File: config.mk
export PLATFORM = sky130hd
export DESIGN_NAME = regfile_port_sched
export DESIGN_NICKNAME = d
export VERILOG_FILES = /design/src/rtl/regfile_port_sched.sv
export SDC_FILE = /design/constraint.sdc
export NUM_CORES = 1
export LEC_CHECK = 0
export CAP_MARGIN = 20
export CELL_PAD_IN_SITES_DETAIL_PLACEMENT = 0
export CELL_PAD_IN_SITES_GLOBAL_PLACEMENT = 1
export CORE_ASPECT_RATIO = 1.4
export CORE_MARGIN = 4
export CORE_UTILIZATION = 29
export CTS_CLUSTER_DIAMETER = 60
export DETAILED_ROUTE_END_ITERATION = 10
export GPL_ROUTABILITY_DRIVEN = 1
export GPL_TIMING_DRIVEN = 0
export HOLD_SLACK_MARGIN = 0.1
export PLACE_DENSITY = 0.87
export SLEW_MARGIN = 0
export SYNTH_ARGS = -nofsm -noshare
export SYNTH_HDL_FRONTEND = slang
export SYNTH_SLANG_ARGS = --single-unit
File: constraint.sdc
create_clock -name clk -period 3.5 [get_ports clk]
set_input_delay 0.7 -clock clk [delete_from_list [all_inputs] [get_ports clk]]
set_output_delay 0.7 -clock clk [all_outputs]
set_load 0.02 [all_outputs]
File: src/rtl/regfile_port_sched.sv
// Write/read port scheduler for a 1W/2R register file: arbitrates two writers and one reader.
// Optional REGFILE_SCHED_ZERO_REG_EN: address-0 writes are accepted but never issued.
module regfile_port_sched #(
   parameter int unsigned MAX_WR_BURST = 4
) (
   input  logic        clk,
   input  logic        rst,
   input  logic        wa_valid,
   output logic        wa_ready,
   input  logic [4:0]  wa_addr,
   input  logic [31:0] wa_data,
   input  logic        wb_valid,
   output logic        wb_ready,
   input  logic [4:0]  wb_addr,
   input  logic [31:0] wb_data,
   input  logic        rd_valid,
   output logic        rd_ready,
   input  logic [4:0]  rd_addr1,
   input  logic [4:0]  rd_addr2,
   output logic        rd_done,
   output logic [31:0] rd_data1,
   output logic [31:0] rd_data2,
   output logic        rf_we,
   output logic [4:0]  rf_waddr,
   output logic [31:0] rf_wdata,
   output logic [4:0]  rf_raddr1,
   output logic [4:0]  rf_raddr2,
   input  logic [31:0] rf_rdata1,
   input  logic [31:0] rf_rdata2
);

   typedef enum logic [1:0] {ST_IDLE, ST_WR, ST_RD} issue_t;

   localparam logic       RR_A      = 1'b0;
   localparam logic       RR_B      = 1'b1;
   localparam logic [3:0] BURST_MAX = 4'(MAX_WR_BURST);

   issue_t      state_q, state_d;
   logic [3:0]  burst_cnt_q, burst_cnt_d;
   logic        rr_last_q, rr_last_d;
   logic [4:0]  waddr_q, waddr_d;
   logic [31:0] wdata_q, wdata_d;
   logic [4:0]  raddr1_q, raddr1_d;
   logic [4:0]  raddr2_q, raddr2_d;
   logic        rd_done_q, rd_done_d;
   logic [31:0] rd_data1_q, rd_data1_d;
   logic [31:0] rd_data2_q, rd_data2_d;

   logic        wr_any;
   logic        wr_gnt;
   logic [4:0]  wr_addr;
   logic [31:0] wr_data;

   // Arbitration: the pending read wins only when no write is pending or the burst limit is hit.
   always_comb begin
      wa_ready = 1'b0;
      wb_ready = 1'b0;
      rd_ready = 1'b0;
      wr_any   = wa_valid | wb_valid;
      if (!rst) begin
         if (rd_valid && (!wr_any || burst_cnt_q == BURST_MAX)) begin
            rd_ready = 1'b1;
         end else if (wa_valid && (!wb_valid || rr_last_q == RR_B)) begin
            wa_ready = 1'b1;
         end else if (wb_valid) begin
            wb_ready = 1'b1;
         end
      end
      wr_gnt  = wa_ready | wb_ready;
      wr_addr = wa_ready ? wa_addr : wb_addr;
      wr_data = wa_ready ? wa_data : wb_data;
   end

   always_comb begin
      state_d     = ST_IDLE;
      burst_cnt_d = burst_cnt_q;
      rr_last_d   = rr_last_q;
      waddr_d     = waddr_q;
      wdata_d     = wdata_q;
      raddr1_d    = raddr1_q;
      raddr2_d    = raddr2_q;
      rd_done_d   = (state_q == ST_RD);
      rd_data1_d  = rd_data1_q;
      rd_data2_d  = rd_data2_q;

      if (wr_gnt) begin
         rr_last_d = wb_ready ? RR_B : RR_A;
`ifdef REGFILE_SCHED_ZERO_REG_EN
         if (wr_addr != 5'd0) begin
            state_d = ST_WR;
            waddr_d = wr_addr;
            wdata_d = wr_data;
         end
`else
         state_d = ST_WR;
         waddr_d = wr_addr;
         wdata_d = wr_data;
`endif
      end else if (rd_ready) begin
         state_d  = ST_RD;
         raddr1_d = rd_addr1;
         raddr2_d = rd_addr2;
      end

      // Burst counter only measures writes that overtake a waiting read.
      if (!rd_valid || rd_ready) begin
         burst_cnt_d = 4'd0;
      end else if (wr_gnt && burst_cnt_q != BURST_MAX) begin
         burst_cnt_d = burst_cnt_q + 4'd1;
      end

      if (state_q == ST_RD) begin
         rd_data1_d = rf_rdata1;
         rd_data2_d = rf_rdata2;
      end
   end

   always_ff @(posedge clk) begin
      if (rst) begin
         state_q     <= ST_IDLE;
         burst_cnt_q <= 4'd0;
         rr_last_q   <= RR_B;
         waddr_q     <= 5'd0;
         wdata_q     <= 32'd0;
         raddr1_q    <= 5'd0;
         raddr2_q    <= 5'd0;
         rd_done_q   <= 1'b0;
         rd_data1_q  <= 32'd0;
         rd_data2_q  <= 32'd0;
      end else begin
         state_q     <= state_d;
         burst_cnt_q <= burst_cnt_d;
         rr_last_q   <= rr_last_d;
         waddr_q     <= waddr_d;
         wdata_q     <= wdata_d;
         raddr1_q    <= raddr1_d;
         raddr2_q    <= raddr2_d;
         rd_done_q   <= rd_done_d;
         rd_data1_q  <= rd_data1_d;
         rd_data2_q  <= rd_data2_d;
      end
   end

   assign rf_we     = (state_q == ST_WR);
   assign rf_waddr  = waddr_q;
   assign rf_wdata  = wdata_q;
   assign rf_raddr1 = raddr1_q;
   assign rf_raddr2 = raddr2_q;
   assign rd_done   = rd_done_q;
   assign rd_data1  = rd_data1_q;
   assign rd_data2  = rd_data2_q;

endmodule

-- Yosys cells after proc, flatten, opt, wreduce, memory -nomap -nowiden
Cells that the tools add are included.
- output and inout port bits: 116
- input port bits: 153
- flip-flop bits (word level): 119
- mux-type cells: 14
- reductions and logical operators: 12
- bitwise logic cells: 3
- add/sub/neg operators: 1
- equality and inequality tests: 4
- operators by type and width (operator ; number):
    two-way mux 32 bit ; 1
    two-way mux 1 bit ; 11
    two-way mux 5 bit ; 1
    adder 4 x 1 -> 4 bit (second input constant) ; 1
    equality test 4 x 3 -> 1 bit (second input constant) ; 1
    != test 4 x 3 -> 1 bit (second input constant) ; 1
    OR reduction 2 bit ; 2
    logical AND 1 bit ; 3
    zero test 1 bit ; 3
    logical OR 1 bit ; 3
    equality test 2 x 1 -> 1 bit (second input constant) ; 1
    equality test 2 bit (second input constant) ; 1
    two-way mux 2 bit ; 1
    OR 1 bit ; 2
    AND reduction 2 bit ; 1
    inverter 1 bit ; 1

-- Longest topological paths before layout
Gate-level depths: netlist of run 1.
- depth in word-level cells: 9
- depth in mapped cells: 8

-- Least setup slack after synthesis of run 1
No wires, ideal clock.
- path kind: in2out
- start point: in rd_valid
- end point: out wa_ready
- arrival: 1699 ps
- stages: 5
- setup slack: 1101 ps
- path through: and4b_4 > or4_4 > buf_6 > clkinv_2 > buf_6
- longest elaborated chain between the ends: 3
- ends and longest elaborated chain (element ; RTL line ; source):
    start: declaration ; 16 ; input logic rd_valid,
    logical AND 1 bit ; 61 ; if (rd_valid && (!wr_any || burst_cnt_q == BURST_MAX)) begin
    two-way mux 1 bit ; 61 ;
    two-way mux 1 bit ; 60 ; if (!rst) begin
    end: declaration ; 9 ; output logic wa_ready,
Every way passes these cells.

-- Worst setup path in the final report of run 1
- start point: in wb_valid
- end point: out rd_ready
- longest elaborated chain between the ends: 6
- ends and longest elaborated chain (element ; RTL line ; source):
    start: declaration ; 12 ; input logic wb_valid,
    OR 1 bit ; 59 ; wr_any = wa_valid | wb_valid;
    zero test 1 bit ; 61 ;
    logical OR 1 bit ; 61 ;
    logical AND 1 bit ; 61 ;
    two-way mux 1 bit ; 61 ;
    two-way mux 1 bit ; 60 ;
    end: declaration ; 17 ; output logic rd_ready,
Every way passes these cells.

==> flow_summary.json, run 1 <==
{
  "port-buffer-count": 268,
  "critical-path-max-stage-delay_ns": 0.64,
  "period_share": 0.961,
  "cts_tree": "done",
  "clock_sinks": 119,
  "yosysTopAreaCell": "dfxtp_1",
  "ir_worst_vdd_uv": 255,
  "die_w_um": 115,
  "cp.arrival_ns": 2.66,
  "initialDrtViolationCount": 142,
  "crit_chain": "clkdlybuf4s50_1, nor2_2, o21ai_1, clkbuf_2, nor2_1, clkdlybuf4s50_1",
  "drt_pass1_iterations": 4,
  "dieHeight_um": 158,
  "synth_edf_count": 0,
  "grt_usage": 0.181,
  "synth_flop_cell": "dfxtp_1",
  "crit_path_end_kind": "output port",
  "htreeDepth": 4,
  "pwr-share-comb": 0.148,
  "synth.avg_cell_area_um2": 8.85,
  "power_uw": 3830,
  "clock_latency_ns": 0.40,
  "setup-violations-final": 0,
  "ys_warn_count": 0,
  "grt_pass1_vias": 4954,
  "use_met2": 0.327,
  "hold_viol": 0,
  "antenna_cells": 0,
  "p_int_uw": 2890,
  "startpoint_type": "input port",
  "gp_congestion": 0.795,
  "met1_usage": 0.187,
  "drv_slew": 0,
  "grt_max_degree": 20,
  "ant_nets": 0,
  "busiest_layer": "met2",
  "synth_top_area_share": 0.514,
  "crit_top_cell": "clkdlybuf4s50_1",
  "min_period_ns": 3.36,
  "synth_seq_area_share": 0.514,
  "netlist_instances": 524,
  "ctsRootBufferMaster": "clkbuf_16",
  "crit_fanout": 10,
  "cts_setup_buffers": 0,
  "grt_pass1_wl_mm": 25.6,
  "syn_to_final_growth_pct": 76.3,
  "path_delay_family": "buffers and inverters",
  "slew_headroom": 0.575,
  "cts_buffers": 17,
  "synth.net_count": 679,
  "sw_frac_of_total": 0.245,
  "dpl.hpwl_mm": 13.0,
  "setup.worst_path.class": "in -> out",
  "rows": 54,
  "drc": 0,
  "ys_top_cells_by_area": "dfxtp_1 (51%), nand2_1 (10%), a21oi_1 (8.1%)",
  "slowest_stage": "clkdlybuf4s50_1",
  "clock_skew_ns": 0.0107,
  "whs_ns": 0.452,
  "grt_antenna_before_repair": 0,
  "gr-usage-met3": 0.0711,
  "initial_core_util": 0.296,
  "cp_num_buf_inv": 3,
  "viasPerCell": 4.66,
  "synthArstFlopShare": 0,
  "clk_pin_slew_ns": 0.05,
  "drv_cap": 0,
  "p_seq_frac": 0.379,
  "leakagePower_uw": 0.00291,
  "vias": 4752,
  "layout-drive-gt1-share": 0.0644,
  "outcome": "completed",
  "pwr-share-clk": 0.473,
  "num_io_pins": 269,
  "fp.dieArea_um2": 18100,
  "powerDensity_nw_per_um2": 468,
  "routed_wl_mm": 16.6,
  "tightest_slew_ns": 0.638,
  "ctsHoldBuffers": 0,
  "ys_types": 35,
  "switchingPower_uw": 939,
  "final_nets": 965,
  "ys_ff_latch": 119,
  "rsz0062_at_grt": "no",
  "cp_data_required_time_ns": 2.80,
  "grt-ovfl-total": 0,
  "syn_area_um2": 4640,
  "core-area_um2": 15700,
  "cts_buffer_depth": 2,
  "hold_class": "reg -> reg",
  "fmax_ghz": 0.297,
  "wl_per_cell_um": 16.3,
  "cts_resized": 8
}
[layout by cell type (no fill, tap or decap), types with 2 or more instances in the layout]
| cell type | count |
|---|---|
| o22ai_1 | 13 |
| nand2_1 | 128 |
| inv_6 | 3 |
| clkbuf_16 | 17 |
| o32ai_1 | 11 |
| buf_6 | 5 |
| clkdlybuf4s50_1 | 265 |
| inv_1 | 18 |
| nor4b_1 | 14 |
| nor2_1 | 8 |
| o21ba_2 | 2 |
| a211oi_1 | 11 |
| clkinv_2 | 4 |
| clkbuf_1 | 32 |
| buf_2 | 3 |
| a21oi_1 | 75 |
| dlygate4sd2_1 | 3 |
| buf_1 | 3 |
| nand2b_1 | 21 |
| clkinv_4 | 3 |
| ha_1 | 2 |
| bufinv_16 | 3 |
| a221o_1 | 13 |
| nor2b_1 | 3 |
| o221a_2 | 3 |
| clkinvlp_4 | 2 |
| o221a_1 | 10 |
| dfxtp_1 | 119 |
| clkbuf_2 | 2 |
| mux2i_1 | 11 |
[stage by stage]
stage                     instances   util  setup TNS, ns  setup WS, ns  cell area (um^2)
after floorplan                 524      -              0          1.10              4640
after global placement          988  0.483         -0.924        -0.664              7570
after detailed placement        988  0.483         -0.922        -0.692              7570
after CTS                      1019  0.522              0        0.0331              8180
after global routing           1019  0.522              0        0.0378              8180
final                          1019  0.522              0         0.136              8180
[routing by layer]
layer	routed length (um)	share of wire
met4	331	0.020
met5	0	0
met2	8400	0.51
met1	6350	0.38
met3	1530	0.092
[area by class of cell]
cell class,instances,area (um^2)
buffer,46,220
clock buffer,18,439
clock inverter,14,173
fill,1532,7500
inverter,19,72.6
multi-input combinational,339,1970
sequential,119,2380
tap,196,245
timing repair buffer,268,2680
[power groups by stage]
stage	registers (uW)	clock network, uW	logic (uW)
after floorplan	1540	0	160
after global placement	1480	0	571
after detailed placement	1480	0	572
after CTS	1450	1850	573
after global routing	1460	1910	608
final	1450	1810	567
[final timing paths]
check	slack (ns)	to	start	cells after the start
worst max-delay path	0.14	rd_ready	wb_valid	6
worst min-delay path	0.45	rd_data1[27]$_SDFFE_PP0P_	rd_data1[27]$_SDFFE_PP0P_	2
worst min register to register	0.45	rd_data1[27]$_SDFFE_PP0P_	rd_data1[27]$_SDFFE_PP0P_	2
worst max register to register	1.45	rf_waddr[1]$_SDFFE_PP0P_	burst_cnt_q[0]$_SDFFE_PP0P_	7
[Yosys cell counts (2+ instances only)]
library cell and instances:
o221a_2 3, mux2i_1 11, dfxtp_1 119, buf_1 3, buf_2 3, inv_1 18
a211oi_1 11, o21ba_2 2, nand2b_1 21, buf_6 5, nor2_1 9, o32ai_1 11
nor4b_1 14, o221a_1 10, a221o_1 13, ha_1 2, clkbuf_1 36, nor2b_1 3
a21oi_1 75, nand2_1 128, o22ai_1 13
[state kept, by name (all words and copies together) (netlist names), 2 cells and up]
name         flops
burst_cnt_q      4
rf_wdata        32
rf_raddr1        5
rf_raddr2        5
state_q          2
rf_waddr         5
rd_data1        32
rd_data2        32
[logic make-up (layout without fill, tap and decap cells)]
kind of cell	after synthesis	count (layout)	synth area share
compound gates	143	143	0.209
xor+xnor	1	1	0.00189
fa+ha+maj	2	2	0.00539
buf+inv	66	365	0.0626
flops	119	119	0.514
mux	11	11	0.0237
simple gates	182	182	0.183
[tightest hold or removal path, stage by stage, from the launching register on]
cell     delay [ns]
dfxtp_1        0.30
nand2_1        0.05
a21oi_1        0.05
No activity file was read; power rests on OpenSTA's default activity.
==> run 2: changes to the inputs <==
- CTS_CLUSTER_DIAMETER: 60 -> 50
==> results of run 2 <==
The final DEF is identical to that of run 1; final timing and power are the same.
